$ cat src/rtl/qif_neuron_scheduler.sv
// Time-shared QIF neuron array: one membrane-update datapath swept over N_NEURONS
// stored states, spike indices queued in a small FIFO with a valid/ready port.
module qif_neuron_scheduler #(
  parameter int               N_NEURONS  = 4,
  parameter logic signed [7:0] V_PEAK    = 8'sd50,
  parameter logic signed [7:0] V_RESET   = -8'sd20,
  parameter int               FIFO_DEPTH = 4,
  localparam int              IW         = (N_NEURONS > 1) ? $clog2(N_NEURONS) : 1
) (
  input  logic          clk,
  input  logic          rst,
  input  logic          tick,
  input  logic          b_we,
  input  logic [IW-1:0] b_idx,
  input  logic [7:0]    b_data,
  input  logic [IW-1:0] mon_idx,
  output logic [7:0]    mon_v,
  output logic          spk_valid,
  input  logic          spk_ready,
  output logic [IW-1:0] spk_idx,
  output logic          busy,
  output logic          sweep_done,
  output logic          tick_miss,
  output logic          spk_ovf
);
  localparam int FW = $clog2(FIFO_DEPTH);
  localparam int CW = FW + 1;

  typedef enum logic [1:0] {IDLE = 2'd0, UPDATE = 2'd1, DONE = 2'd2} state_t;

  state_t            state_r, state_next_s;
  logic [IW-1:0]     ptr_r;
  logic signed [7:0] v_r [N_NEURONS];
  logic signed [7:0] b_r [N_NEURONS];
  logic [7:0]        mon_v_r;
  logic              busy_r, sweep_done_r, tick_miss_r, spk_ovf_r, spk_valid_r;
  logic [IW-1:0]     fifo_r [FIFO_DEPTH];
  logic [CW-1:0]     count_r, count_next_s;

  logic signed [7:0]  v_cur_s, b_cur_s, v_next_s;
  logic signed [15:0] sq_s;
  logic signed [12:0] sum_s;
  logic               last_s, spike_s, pop_s, full_s, push_ok_s;
  logic [FW-1:0]      wr_idx_s;

  function automatic logic signed [7:0] sat8(input logic signed [12:0] x);
    if (x > 13'sd127) begin
      sat8 = 8'sd127;
    end else if (x < -13'sd128) begin
      sat8 = -8'sd128;
    end else begin
      sat8 = x[7:0];
    end
  endfunction

  // Membrane update for the neuron currently addressed by the sweep pointer
  always_comb begin
    v_cur_s = v_r[ptr_r];
    b_cur_s = b_r[ptr_r];
    sq_s    = v_cur_s * v_cur_s;
    sum_s   = 13'(v_cur_s) + 13'(b_cur_s >>> 2) + 13'(sq_s >>> 4);
    if (v_cur_s >= V_PEAK) begin
      v_next_s = V_RESET;
    end else begin
      v_next_s = sat8(sum_s);
    end
    spike_s = (state_r == UPDATE) && (v_cur_s >= V_PEAK);
    last_s  = (ptr_r == IW'(N_NEURONS - 1));
  end

  // Sweep sequencing
  always_comb begin
    state_next_s = state_r;
    case (state_r)
      IDLE:    state_next_s = tick ? UPDATE : IDLE;
      UPDATE:  state_next_s = last_s ? DONE : UPDATE;
      DONE:    state_next_s = tick ? UPDATE : IDLE;
      default: state_next_s = IDLE;
    endcase
  end

  // FIFO push/pop arbitration; a push into a full FIFO survives only with a same-cycle pop
  always_comb begin
    pop_s     = spk_valid_r && spk_ready;
    full_s    = (count_r == CW'(FIFO_DEPTH));
    push_ok_s = spike_s && (!full_s || pop_s);
    if (pop_s) begin
      wr_idx_s = FW'(count_r - CW'(1'b1));
    end else begin
      wr_idx_s = FW'(count_r);
    end
    case ({push_ok_s, pop_s})
      2'b10:   count_next_s = count_r + CW'(1'b1);
      2'b01:   count_next_s = count_r - CW'(1'b1);
      default: count_next_s = count_r;
    endcase
  end

  // Control registers and status flags
  always_ff @(posedge clk or posedge rst) begin
    if (rst) begin
      state_r      <= IDLE;
      ptr_r        <= {IW{1'b0}};
      busy_r       <= 1'b0;
      sweep_done_r <= 1'b0;
      tick_miss_r  <= 1'b0;
      spk_ovf_r    <= 1'b0;
    end else begin
      state_r      <= state_next_s;
      if (state_r == UPDATE && !last_s) begin
        ptr_r <= ptr_r + IW'(1'b1);
      end else begin
        ptr_r <= {IW{1'b0}};
      end
      busy_r       <= (state_next_s == UPDATE);
      sweep_done_r <= (state_next_s == DONE);
      tick_miss_r  <= tick_miss_r | (tick && state_r == UPDATE);
      spk_ovf_r    <= spk_ovf_r | (spike_s && !push_ok_s);
    end
  end

  // Neuron state, drive registers and the monitor port (shows same-edge updates)
  always_ff @(posedge clk or posedge rst) begin
    if (rst) begin
      for (int i = 0; i < N_NEURONS; i++) begin
        v_r[i] <= V_RESET;
        b_r[i] <= 8'sd0;
      end
      mon_v_r <= V_RESET;
    end else begin
      if (state_r == UPDATE) begin
        v_r[ptr_r] <= v_next_s;
      end
      if (b_we) begin
        b_r[b_idx] <= b_data;
      end
      if (state_r == UPDATE && ptr_r == mon_idx) begin
        mon_v_r <= v_next_s;
      end else begin
        mon_v_r <= v_r[mon_idx];
      end
    end
  end

  // Shift-register spike FIFO: entry 0 is always the head
  always_ff @(posedge clk or posedge rst) begin
    if (rst) begin
      for (int i = 0; i < FIFO_DEPTH; i++) begin
        fifo_r[i] <= {IW{1'b0}};
      end
      count_r     <= {CW{1'b0}};
      spk_valid_r <= 1'b0;
    end else begin
      if (pop_s) begin
        for (int i = 0; i < FIFO_DEPTH - 1; i++) begin
          fifo_r[i] <= fifo_r[i+1];
        end
      end
      if (push_ok_s) begin
        fifo_r[wr_idx_s] <= ptr_r;
      end
      count_r     <= count_next_s;
      spk_valid_r <= (count_next_s != {CW{1'b0}});
    end
  end

  assign mon_v      = mon_v_r;
  assign spk_valid  = spk_valid_r;
  assign spk_idx    = fifo_r[0];
  assign busy       = busy_r;
  assign sweep_done = sweep_done_r;
  assign tick_miss  = tick_miss_r;
  assign spk_ovf    = spk_ovf_r;

endmodule

$ cat config.mk
export PLATFORM = sky130hd
export DESIGN_NAME = qif_neuron_scheduler
export DESIGN_NICKNAME = d
export VERILOG_FILES = /design/src/rtl/qif_neuron_scheduler.sv
export SDC_FILE = /design/constraint.sdc
export NUM_CORES = 1
export LEC_CHECK = 0
export BUFFER_PORTS_ARGS = -buffer_cell sky130_fd_sc_hd__buf_2
export CAP_MARGIN = 20
export CORE_ASPECT_RATIO = 2
export CORE_MARGIN = 2
export CORE_UTILIZATION = 45
export CTS_CLUSTER_DIAMETER = 150
export DETAILED_ROUTE_END_ITERATION = 6
export SYNTH_ARGS = -nofsm -noshare
export SYNTH_HDL_FRONTEND = slang
export SYNTH_SLANG_ARGS = --single-unit
export TNS_END_PERCENT = 30
$ cat constraint.sdc
create_clock -name clk -period 10.55 [get_ports clk]
set_clock_uncertainty 0.15 [all_clocks]
set_input_delay 2.11 -clock clk [delete_from_list [all_inputs] [get_ports clk]]
set_output_delay 2.11 -clock clk [all_outputs]
set_load 0.01 [all_outputs]
==> run_results.csv <==
group,metric,value,unit
outcome,status,"finished clean",
logic_synthesis,yosys_warnings,0,
setup_path,reg2reg_depth,28,
clock_network,cts_setup_buffers,0,
logic_synthesis,syn_area,0.007039,sq mm
place,finalWeightedCongestion,0.8319,
routing,drt_pre_antenna_iters,4,
routing,wl_per_cell,16.97,um
routing,drc_errors,0,
clock_network,ctsResizeCount,0,
setup_path,path_max_fanout,19,
logic_synthesis,synth_edf_count,0,
logic_synthesis,seq_area_frac_synth,0.3031,
final_layout,fillers,1368,
floorplanning,initial_core_util,0.4602,
floorplanning,rows,64,
setup_path,required,10640,ps
final_layout,num-nets-final,802,
clock_network,cts_tree,"built",
logic_synthesis,ys.flop_type,"dfrtp_1",
worst_hold_path,whs_path_depth,1,
logic_synthesis,synth.distinct_cells,62,
grt,overflow,0,
routing,antenna_left,0,
timing,finalWorstSetupSlack,1960,ps
clock_network,cts_buffer_depth,2,
grt,use_met2,0.3915,
timing,fin_crit,8590,ps
grt,grt_pass1_wl,25460,um
final_layout,drive_above_1_share,0.2234,
place,portBuffers,29,
final_layout,final_core_util,0.5002,
place,dp.final_hpwl,12120,um
grt,grt_max_degree,85,
timing,maxSlewViolCount,0,
timing,relSlewSlack,0.3122,
clock_network,cts_hold_buf,0,
timing,fmax,116.4,MHz
grt,grt_pass1_vias,5214,
routing,drt-initial-drc-count,141,
clock_network,cts_buffers,9,
grt,grtUsageMet1,0.2040,
worst_hold_path,hp-class,"reg2reg",
timing,rsz0062_at_grt,"no",
routing,via_per_inst,5.344,
final_layout,syn_to_final_growth,8.692,%
clock_network,ctsRootBufferMaster,"clkbuf_16",
setup_path,cpPeakStageDelay,550,ps
logic_synthesis,synth_async_sr_flop_share,1.000,
place,dpl_cell_area,0.007341,sq mm
logic_synthesis,avgSynthCellArea,10.68,sq um
setup_path,crit_path_top_delay_cell,"mux4_2",
floorplanning,die_h,180.9,um
floorplanning,dieWidth,92.44,um
job,drv_cap,0,
grt,grt_use_total,0.1929,
grt,use_met3,0.01084,
grt,top_usage_layer,"met2",
timing,setup_tns,0,ps
floorplanning,io_pins,32,
place,place_ws,1895,ps
setup_path,end_kind,"flop",
floorplanning,core_area,0.01529,sq mm
clock_network,clock_latency,330,ps
final_layout,final_area,0.007651,sq mm
logic_synthesis,syn_nets,781,
timing,setup_viol,0,
setup_path,crit_type,"reg2reg",
clock_network,cts_htree_levels,3,
timing,period_share,0.8142,
timing,worstMarginPinSlew,1030,ps
clock_network,cts_sinks,84,
final_layout,antennaDiodeCount,0,
grt,antenna_found_initial,0,
routing,routed-via-count,4719,
setup_path,startpoint_type,"flop",
floorplanning,dieArea,0.01672,sq mm
logic_synthesis,synth.ff_latch_count,84,
clock_network,clkTransAtPathRegs,60,ps
setup_path,arrival,8670,ps
routing,routed_wl,14990,um
timing,hold_violations,0,
logic_synthesis,syn_inst,659,
==> flip-flops by register name, summed over array words and instances (netlist names) <==
name and cells:
tick_miss 1, mon_v 8, ptr_r 2, spk_valid 1, sweep_done 1, b_r 24
count_r 3, spk_idx 2, fifo_r 6, v_r 32, busy 1, spk_ovf 1
state_r 2
==> layout make-up <==
class | count | area (sq um) | share of cell area
inverter | 100 | 376.6 | 0.04922
multi-input combinational | 452 | 4415 | 0.5771
timing repair buffer | 33 | 195.2 | 0.02551
clock inverter | 7 | 57.56 | 0.007522
tap | 198 | 247.7 | 0.03238
clock buffer | 9 | 225.2 | 0.02944
sequential | 84 | 2133 | 0.2788
==> worst paths after layout <==
kind / to / slack, ps / from
min reg2reg: tick_miss$_DFF_PP0_ / 310 / tick_miss$_DFF_PP0_
max in group asynchronous: v_r[27]$_DFFE_PP1P_ / 7940 / rst
min: tick_miss$_DFF_PP0_ / 310 / tick_miss$_DFF_PP0_
max: v_r[30]$_DFFE_PP1P_ / 1960 / ptr_r[1]$_DFF_PP0_
max reg2reg: v_r[30]$_DFFE_PP1P_ / 1960 / ptr_r[1]$_DFF_PP0_
min in group asynchronous: b_r[29]$_DFFE_PP0P_ / 1660 / rst
==> Yosys cell counts (all sizes together), types with 2 or more instances <==
master  count  area share
inv        99       0.053
nand2      68       0.037
dfrtp      59        0.21
fa         55        0.16
ha         50       0.089
o21ai      42       0.031
nor2       31       0.018
mux2       30       0.048
dfstp      25       0.093
mux4       22       0.070
xnor2      22       0.027
a21oi      19       0.015
mux2i      14       0.020
clkbuf     12      0.0064
buf        11       0.010
xor2       10       0.012
a21o        9      0.0096
nand3       9       0.010
nor3        8      0.0057
o31ai       7      0.0094
a211oi      6       0.011
and2        5      0.0044
a31oi       4      0.0057
o21a        4      0.0043
o21bai      4      0.0043
a31o        3      0.0037
nand2b      3      0.0027
nand3b      3      0.0032
o211ai      3      0.0046
or3         3      0.0027
nor2b       2      0.0018
nor3b       2      0.0021
o22ai       2      0.0018
o311ai      2      0.0036
==> cell families (layout without fill, tap and decap cells) <==
family	Yosys count	count (layout)	share of synthesized area
compound gates	110	110	0.1111
flops	84	84	0.3031
fa+ha+maj	105	105	0.2453
buf+inv	123	149	0.06968
mux	66	66	0.1383
simple gates	139	139	0.09278
xor+xnor	32	32	0.03981
==> layout by cell type (no fill, tap or decap), types with 3 or more instances in the layout <==
| cell | instances |
|---|---|
| a31oi_1 | 3 |
| buf_2 | 29 |
| a31o_2 | 3 |
| dfstp_2 | 25 |
| nand3b_1 | 3 |
| clkinvlp_4 | 3 |
| nor2_1 | 27 |
| nor3_1 | 8 |
| nor2_2 | 4 |
| o21ai_0 | 35 |
| inv_1 | 96 |
| nand2_1 | 67 |
| nand3_1 | 7 |
| and2_1 | 5 |
| o21ai_1 | 5 |
| nand2b_1 | 3 |
| clkbuf_16 | 9 |
| fa_1 | 55 |
| ha_1 | 50 |
| buf_4 | 3 |
| xnor2_1 | 22 |
| o21a_1 | 4 |
| xor2_1 | 10 |
| inv_6 | 3 |
| dfrtp_1 | 59 |
| mux4_2 | 22 |
| o21bai_1 | 4 |
| mux2i_1 | 14 |
| mux2_2 | 28 |
| a21oi_1 | 17 |
| o31ai_1 | 6 |
| or3_1 | 3 |
| a21o_1 | 9 |
==> layer usage <==
metal	wire (um)	vias to the layer above
met4	214	0
met5	0	-
li1	-	2252
met3	179	11
met2	9204	44
met1	5387	2412
==> through the flow <==
| stage | hold WS (ps) | std cells |
|---|---|---|
| detailed placement | 291.0 | 866 |
| finish | 305.1 | 883 |
| global placement | 292.2 | 866 |
| global route | 331.7 | 883 |
| floorplan | 299.2 | 659 |
| CTS | 307.8 | 882 |
==> worst max-delay path: cells and delay by family (launching register included) <==
family | cells | cell delay (ps)
compound gates | 10 | 2460
xor+xnor | 2 | 300
fa+ha+maj | 7 | 2870
buf+inv | 5 | 950
flops | 1 | 320
mux | 2 | 910
simple gates | 2 | 510
Power is left out: the tool's default activity adds up to more than one toggle a clock period on the data nets, which glitch-free logic cannot reach.
